$ cat config.mk
export PLATFORM = sky130hd
export DESIGN_NAME = route_cfg_serializer_flat
export DESIGN_NICKNAME = d
export VERILOG_FILES = /design/src/rtl/route_cfg_if.sv /design/src/rtl/route_cfg_serializer.sv /design/src/flat_wrapper.sv
export SDC_FILE = /design/constraint.sdc
export NUM_CORES = 1
export LEC_CHECK = 0
export CORE_MARGIN = 1.5
export CORE_UTILIZATION = 51
export DETAILED_ROUTE_END_ITERATION = 7
export PLACE_DENSITY = 0.77
export SLEW_MARGIN = 10
export SYNTH_ARGS = -nofsm -noshare
export SYNTH_HDL_FRONTEND = slang
export SYNTH_SLANG_ARGS = --single-unit
$ cat constraint.sdc
create_clock -name clk -period 3.89 [get_ports clk]
set_clock_uncertainty 0.1 [all_clocks]
set_input_delay 0.5835 -clock clk [delete_from_list [all_inputs] [get_ports clk]]
set_output_delay 0.5835 -clock clk [all_outputs]
set_load 0.05 [all_outputs]
$ cat src/rtl/route_cfg_if.sv
// rtl/route_cfg_if.sv - word handshake and serial shift bundle for route_cfg_serializer
interface route_cfg_if #(
  parameter int WIDTH  = 64,
  parameter int WCNT_W = 16
);
  logic [WIDTH-1:0]  word_in;
  logic              word_valid;
  logic              word_ready;
  logic              stall;
  logic              shift;
  logic              sr_in;
  logic              busy;
  logic              word_done;
  logic [WCNT_W-1:0] word_count;

  // Config controller side: offers words and stalls, observes serializer status.
  modport master (
    output word_in, word_valid, stall,
    input  word_ready, shift, sr_in, busy, word_done, word_count
  );

  // Serializer side.
  modport slave (
    input  word_in, word_valid, stall,
    output word_ready, shift, sr_in, busy, word_done, word_count
  );
endinterface

$ cat src/rtl/route_cfg_serializer.sv
// rtl/route_cfg_serializer.sv - serializes parallel routing words MSB-first into shift_1x64
module route_cfg_serializer #(
  parameter int WIDTH  = 64,
  parameter int CNT_W  = 7,
  parameter int WCNT_W = 16
) (
  input  logic         clk,
  input  logic         rst,
  route_cfg_if.slave   bus
);

  typedef enum logic [1:0] {
    IDLE  = 2'd0,
    SHIFT = 2'd1,
    DONE  = 2'd2
  } state_t;

  state_t            state;
  logic [WIDTH-1:0]  sreg;
  logic [CNT_W-1:0]  bit_cnt;
  logic [WCNT_W-1:0] word_count;

  // Sequencing: latch a word in IDLE, shift one bit per unstalled edge, count it on leaving DONE.
  always_ff @(posedge clk or posedge rst) begin
    if (rst) begin
      state      <= IDLE;
      sreg       <= '0;
      bit_cnt    <= '0;
      word_count <= '0;
    end else begin
      case (state)
        IDLE: begin
          if (bus.word_valid) begin
            sreg    <= bus.word_in;
            bit_cnt <= '0;
            state   <= SHIFT;
          end
        end
        SHIFT: begin
          if (!bus.stall) begin
            sreg <= {sreg[WIDTH-2:0], 1'b0};
            if (bit_cnt == CNT_W'(WIDTH - 1)) begin
              state <= DONE;
            end else begin
              bit_cnt <= bit_cnt + CNT_W'(1);
            end
          end
        end
        DONE: begin
          word_count <= word_count + WCNT_W'(1);
          state      <= IDLE;
        end
        default: state <= IDLE;
      endcase
    end
  end

  // Ready is masked by rst so it stays low while reset is held and rises as soon as it drops.
  assign bus.word_ready = (state == IDLE) && !rst;
  // Stall gates the shift enable combinationally so the downstream register freezes the same cycle.
  assign bus.shift      = (state == SHIFT) && !bus.stall;
  // sreg is zero after reset and after a full word, so sr_in idles low outside SHIFT.
  assign bus.sr_in      = sreg[WIDTH-1];
  assign bus.busy       = (state == SHIFT) || (state == DONE);
  assign bus.word_done  = (state == DONE);
  assign bus.word_count = word_count;

endmodule
$ cat src/flat_wrapper.sv
// flat-port wrapper written by rule: the top's interface ports become plain ports
module route_cfg_serializer_flat 
#(
  parameter int WIDTH  = 64,
  parameter int CNT_W  = 7,
  parameter int WCNT_W = 16
)
  (clk, rst, bus_word_in, bus_word_valid, bus_stall, bus_word_ready, bus_shift, bus_sr_in, bus_busy, bus_word_done, bus_word_count);
  route_cfg_if #(.WIDTH(WIDTH), .WCNT_W(WCNT_W)) bus_i ();
  input  logic clk;
  input  logic rst;
  input wire logic [$bits(bus_i.word_in)-1:0] bus_word_in;
  input wire logic [$bits(bus_i.word_valid)-1:0] bus_word_valid;
  input wire logic [$bits(bus_i.stall)-1:0] bus_stall;
  output wire logic [$bits(bus_i.word_ready)-1:0] bus_word_ready;
  output wire logic [$bits(bus_i.shift)-1:0] bus_shift;
  output wire logic [$bits(bus_i.sr_in)-1:0] bus_sr_in;
  output wire logic [$bits(bus_i.busy)-1:0] bus_busy;
  output wire logic [$bits(bus_i.word_done)-1:0] bus_word_done;
  output wire logic [$bits(bus_i.word_count)-1:0] bus_word_count;
  assign bus_i.word_in = bus_word_in;
  assign bus_i.word_valid = bus_word_valid;
  assign bus_i.stall = bus_stall;
  assign bus_word_ready = bus_i.word_ready;
  assign bus_shift = bus_i.shift;
  assign bus_sr_in = bus_i.sr_in;
  assign bus_busy = bus_i.busy;
  assign bus_word_done = bus_i.word_done;
  assign bus_word_count = bus_i.word_count;
  route_cfg_serializer #(.WIDTH(WIDTH), .CNT_W(CNT_W), .WCNT_W(WCNT_W)) u_core (.clk(clk), .rst(rst), .bus(bus_i));
endmodule
==> summary.md <==
| Metric | Value |
|---|---|
| Layout cells sized above 1 | 6.38% |
| Most frequent cells after synthesis | dfrtp_1 (89), nand2_1 (82), mux2i_1 (63), o21ai_0 (57), buf_2 (16) |
| Synthesis Warnings | 0 |
| Layout Nets | 555 |
| Starting density of the core | 53.5% |
| Most frequent cell after synthesis | dfrtp_1 |
| Wire length per cell | 13.6 microns |
| Gr usage total | 19.7% |
| Endpoints failing setup | 0 |
| Ys flop type | dfrtp_1 |
| Hold Vio Cnt, Final | 0 |
| Vias in the first global route | 2939 |
| Core ar. | 7850 sq um |
| Synth Area in Compound Gates | 9.87% |
| Root Driver | clkbuf_8 |
| Minimum clock period | 2890 ps |
| Type of origin of the critical path | flip-flop |
| Die footprint | 8780 sq um |
| Chip Height | 93.7 microns |
| DRT iter0 DRCs | 134 |
| Crit share post-route | 74.3% |
| RSZ-0062 raised after global routing | false |
| Simple-gate area share of the yosys netlist | 13.4% |
| Reg clk slew, reported paths | 80 ps |
| Final core occ | 68.5% |
| Combinational Power Share | 40.5% |
| Synth area leaders | dfrtp_1 (53%), mux2i_1 (15%), nand2_1 (7.3%) |
| DR vias/cell | 5.18 |
| Cts repair resizes | 0 |
| Max Cap Viol | 0 |
| Switching share of power | 37.3% |
| Clk Latency, worst-skew pair | 340 ps |
| Synth area leader | dfrtp_1 |
| Max clock buf depth | 2 |
| Die W | 93.7 microns |
| Clock power share | 18.1% |
| Mean Syn Cell Area | 10.5 sq um |
| Synth top area share | 53.1% |
| 1st-pass router iterations | 4 |
| P_leak | 2.48 nW |
| IO Count | 89 |
| Power density over cell area | 661 nW/um^2 |
| Sequential fraction of the synthesis area | 53.1% |
| CTS buffer count | 9 |
| H-tree Lvls | 3 |
| Mapped Cells | 401 |
| Area grow syn2layout | 28.0% |
| Final HPWL DP | 5.48 mm |
| Final Max Tran Viols | 0 |
| Largest net degree at the start of global routing | 90 |
| Worst Setup End Kind | output port |
| Synth Area in XOR/XNOR | 3.13% |
| Synth unique cells | 36 |
| ANT nets after route | 0 |
| Total net switching power | 1.32 mW |
| GRT overflow | 0 |
| Antenna violations before repair | 0 |
| Post-CTS Setup Bufs | 0 |
| Power Internal | 2.23 mW |
| Placer's final routability congestion estimate | 0.734 |
| CTS tree | done |
| Sum Neg Setup Slack | 0 ps |
| WS Path Type | reg2out |
| Multi-input gate area | 1860 sq um |
| Synthesized area | 4200 sq um |
| Max VDD drop | 0.407 mV |
| Main combinational cell family by area after synthesis | multiplexers |
| Register Area | 2230 sq um |
| Final WL | 8.00 mm |
| Rows | 32 |
| # diodes | 0 |
| Worst-Margin Slew | 1050 ps |
| Layout fillers | 652 |
| FFs w/ async S/R, synth | 100% |
| Adder-Cell Fraction of Synth Area | 1.79% |
| Hold Crit Class | reg2reg |
| Crit path DAT | 2210 ps |
| Critical path peak fanout | 6 |
| Via count | 3045 |
| Synth Register Bits | 89 |
| Worst EP required | 3210 ps |
| Hold_buf cts | 0 |
| Rel. slew slack | 29.9% |
| Post-synth EDFFs | 0 |
| Mux share of post-synthesis cell area | 15.6% |
| Buffers on Ports | 88 |
| Remaining routing DRC violations | 0 |
| Post-Synthesis Net Count | 475 |
| Clock Sinks | 89 |
| Part of the power in registers | 41.4% |
| First-pass GRT wire length | 13.6 mm |
| Status | finished, final reports clean |
| Fmax | 346 MHz |
-- placed cells by master, fill, tap and decap left out, types with 4 or more instances in the layout --
cell type / synthesis / routed
o21ai_1: 6 / 6
clkbuf_8: 0 / 11
xnor2_1: 11 / 11
nor2b_1: 5 / 5
nand2_1: 82 / 82
nand3_1: 9 / 9
xor2_1: 4 / 4
o21ai_0: 57 / 57
a21oi_1: 8 / 8
clkinv_2: 0 / 4
ha_1: 6 / 5
nand4_1: 6 / 6
nor2_1: 4 / 4
dfrtp_1: 89 / 89
inv_1: 6 / 5
clkdlybuf4s50_1: 0 / 88
mux2i_1: 63 / 63
-- cell type report --
cell class                 instances  area share (%)
timing repair buffer              92            17.4
clock buffer                      11            2.82
multi-input combinational        283            34.5
sequential                        89            41.4
inverter                           6           0.442
clock inverter                     5            1.00
tap                              102            2.37
-- layer usage --
metal	vias up	track usage, %	share of wire (%)	wire length, microns
met4	0	4.73	0.85	68
met1	1430	27.0	47	3740
met5	-	0	0	0
met2	68	31.2	47	3770
met3	6	5.50	5.3	420
li1	1541	-	-	-
-- cell families (layout without fill, tap and decap cells) --
logic type | Yosys count | in the layout
AO/OA/AOI/OAI | 77 | 77
XOR/XNOR | 15 | 15
adder cells (fa/ha/maj) | 6 | 6
buffers and inverters | 29 | 114
flip-flops | 89 | 89
multiplexers | 65 | 65
AND/OR/NAND/NOR | 120 | 120
-- critical path, stage by stage, from the launching register on --
cell and delay [ps]:
dfrtp_1 380, inv_1 150, ha_1 360, nor2b_1 170, clkdlybuf4s50_1 810
-- final timing paths --
path / start / end / slack, ps / cells after the start
setup / recovery: u_core.state[1] / bus_word_ready / 1000 / 4
hold / removal: u_core.bus.word_count[15] / u_core.bus.word_count[15] / 380 / 1
setup reg to reg: u_core.state[1] / u_core.sreg[45] / 1120 / 7
hold reg to reg: u_core.bus.word_count[15] / u_core.bus.word_count[15] / 380 / 1
max in group asynchronous: rst / u_core.bus.word_count[14] / 2740 / 3
min in group asynchronous: rst / u_core.bus.word_count[15] / 590 / 3
-- registers in the layout, summed over array words and instances (netlist names) --
register / flops
u_core.state: 2
u_core.bus.word_count: 16
u_core.bit_cnt: 7
u_core.sreg: 64
-- power groups by stage --
stage / clock, mW / sequential, mW / combinational [mW]
3_5_place_dp: 0 / 1.49 / 1.46
4_1_cts: 0.663 / 1.47 / 1.46
2_1_floorplan: 0 / 1.45 / 1.16
5_1_grt: 0.700 / 1.52 / 1.65
6_report: 0.642 / 1.47 / 1.44
3_3_place_gp: 0 / 1.47 / 1.40
-- per-stage QoR --
step           cell area [sq um]  hold WS (ps)  cells  total power [mW]  setup slack (ps)
2_1_floorplan               4200           338    401              2.61               900
3_3_place_gp                5170           360    572              2.87              1170
3_5_place_dp                5170           370    572              2.95              1150
4_1_cts                     5380           387    588              3.59               988
5_1_grt                     5380           413    588              3.87               889
6_report                    5380           381    588              3.55               999
(Power assumes the default switching activity.)
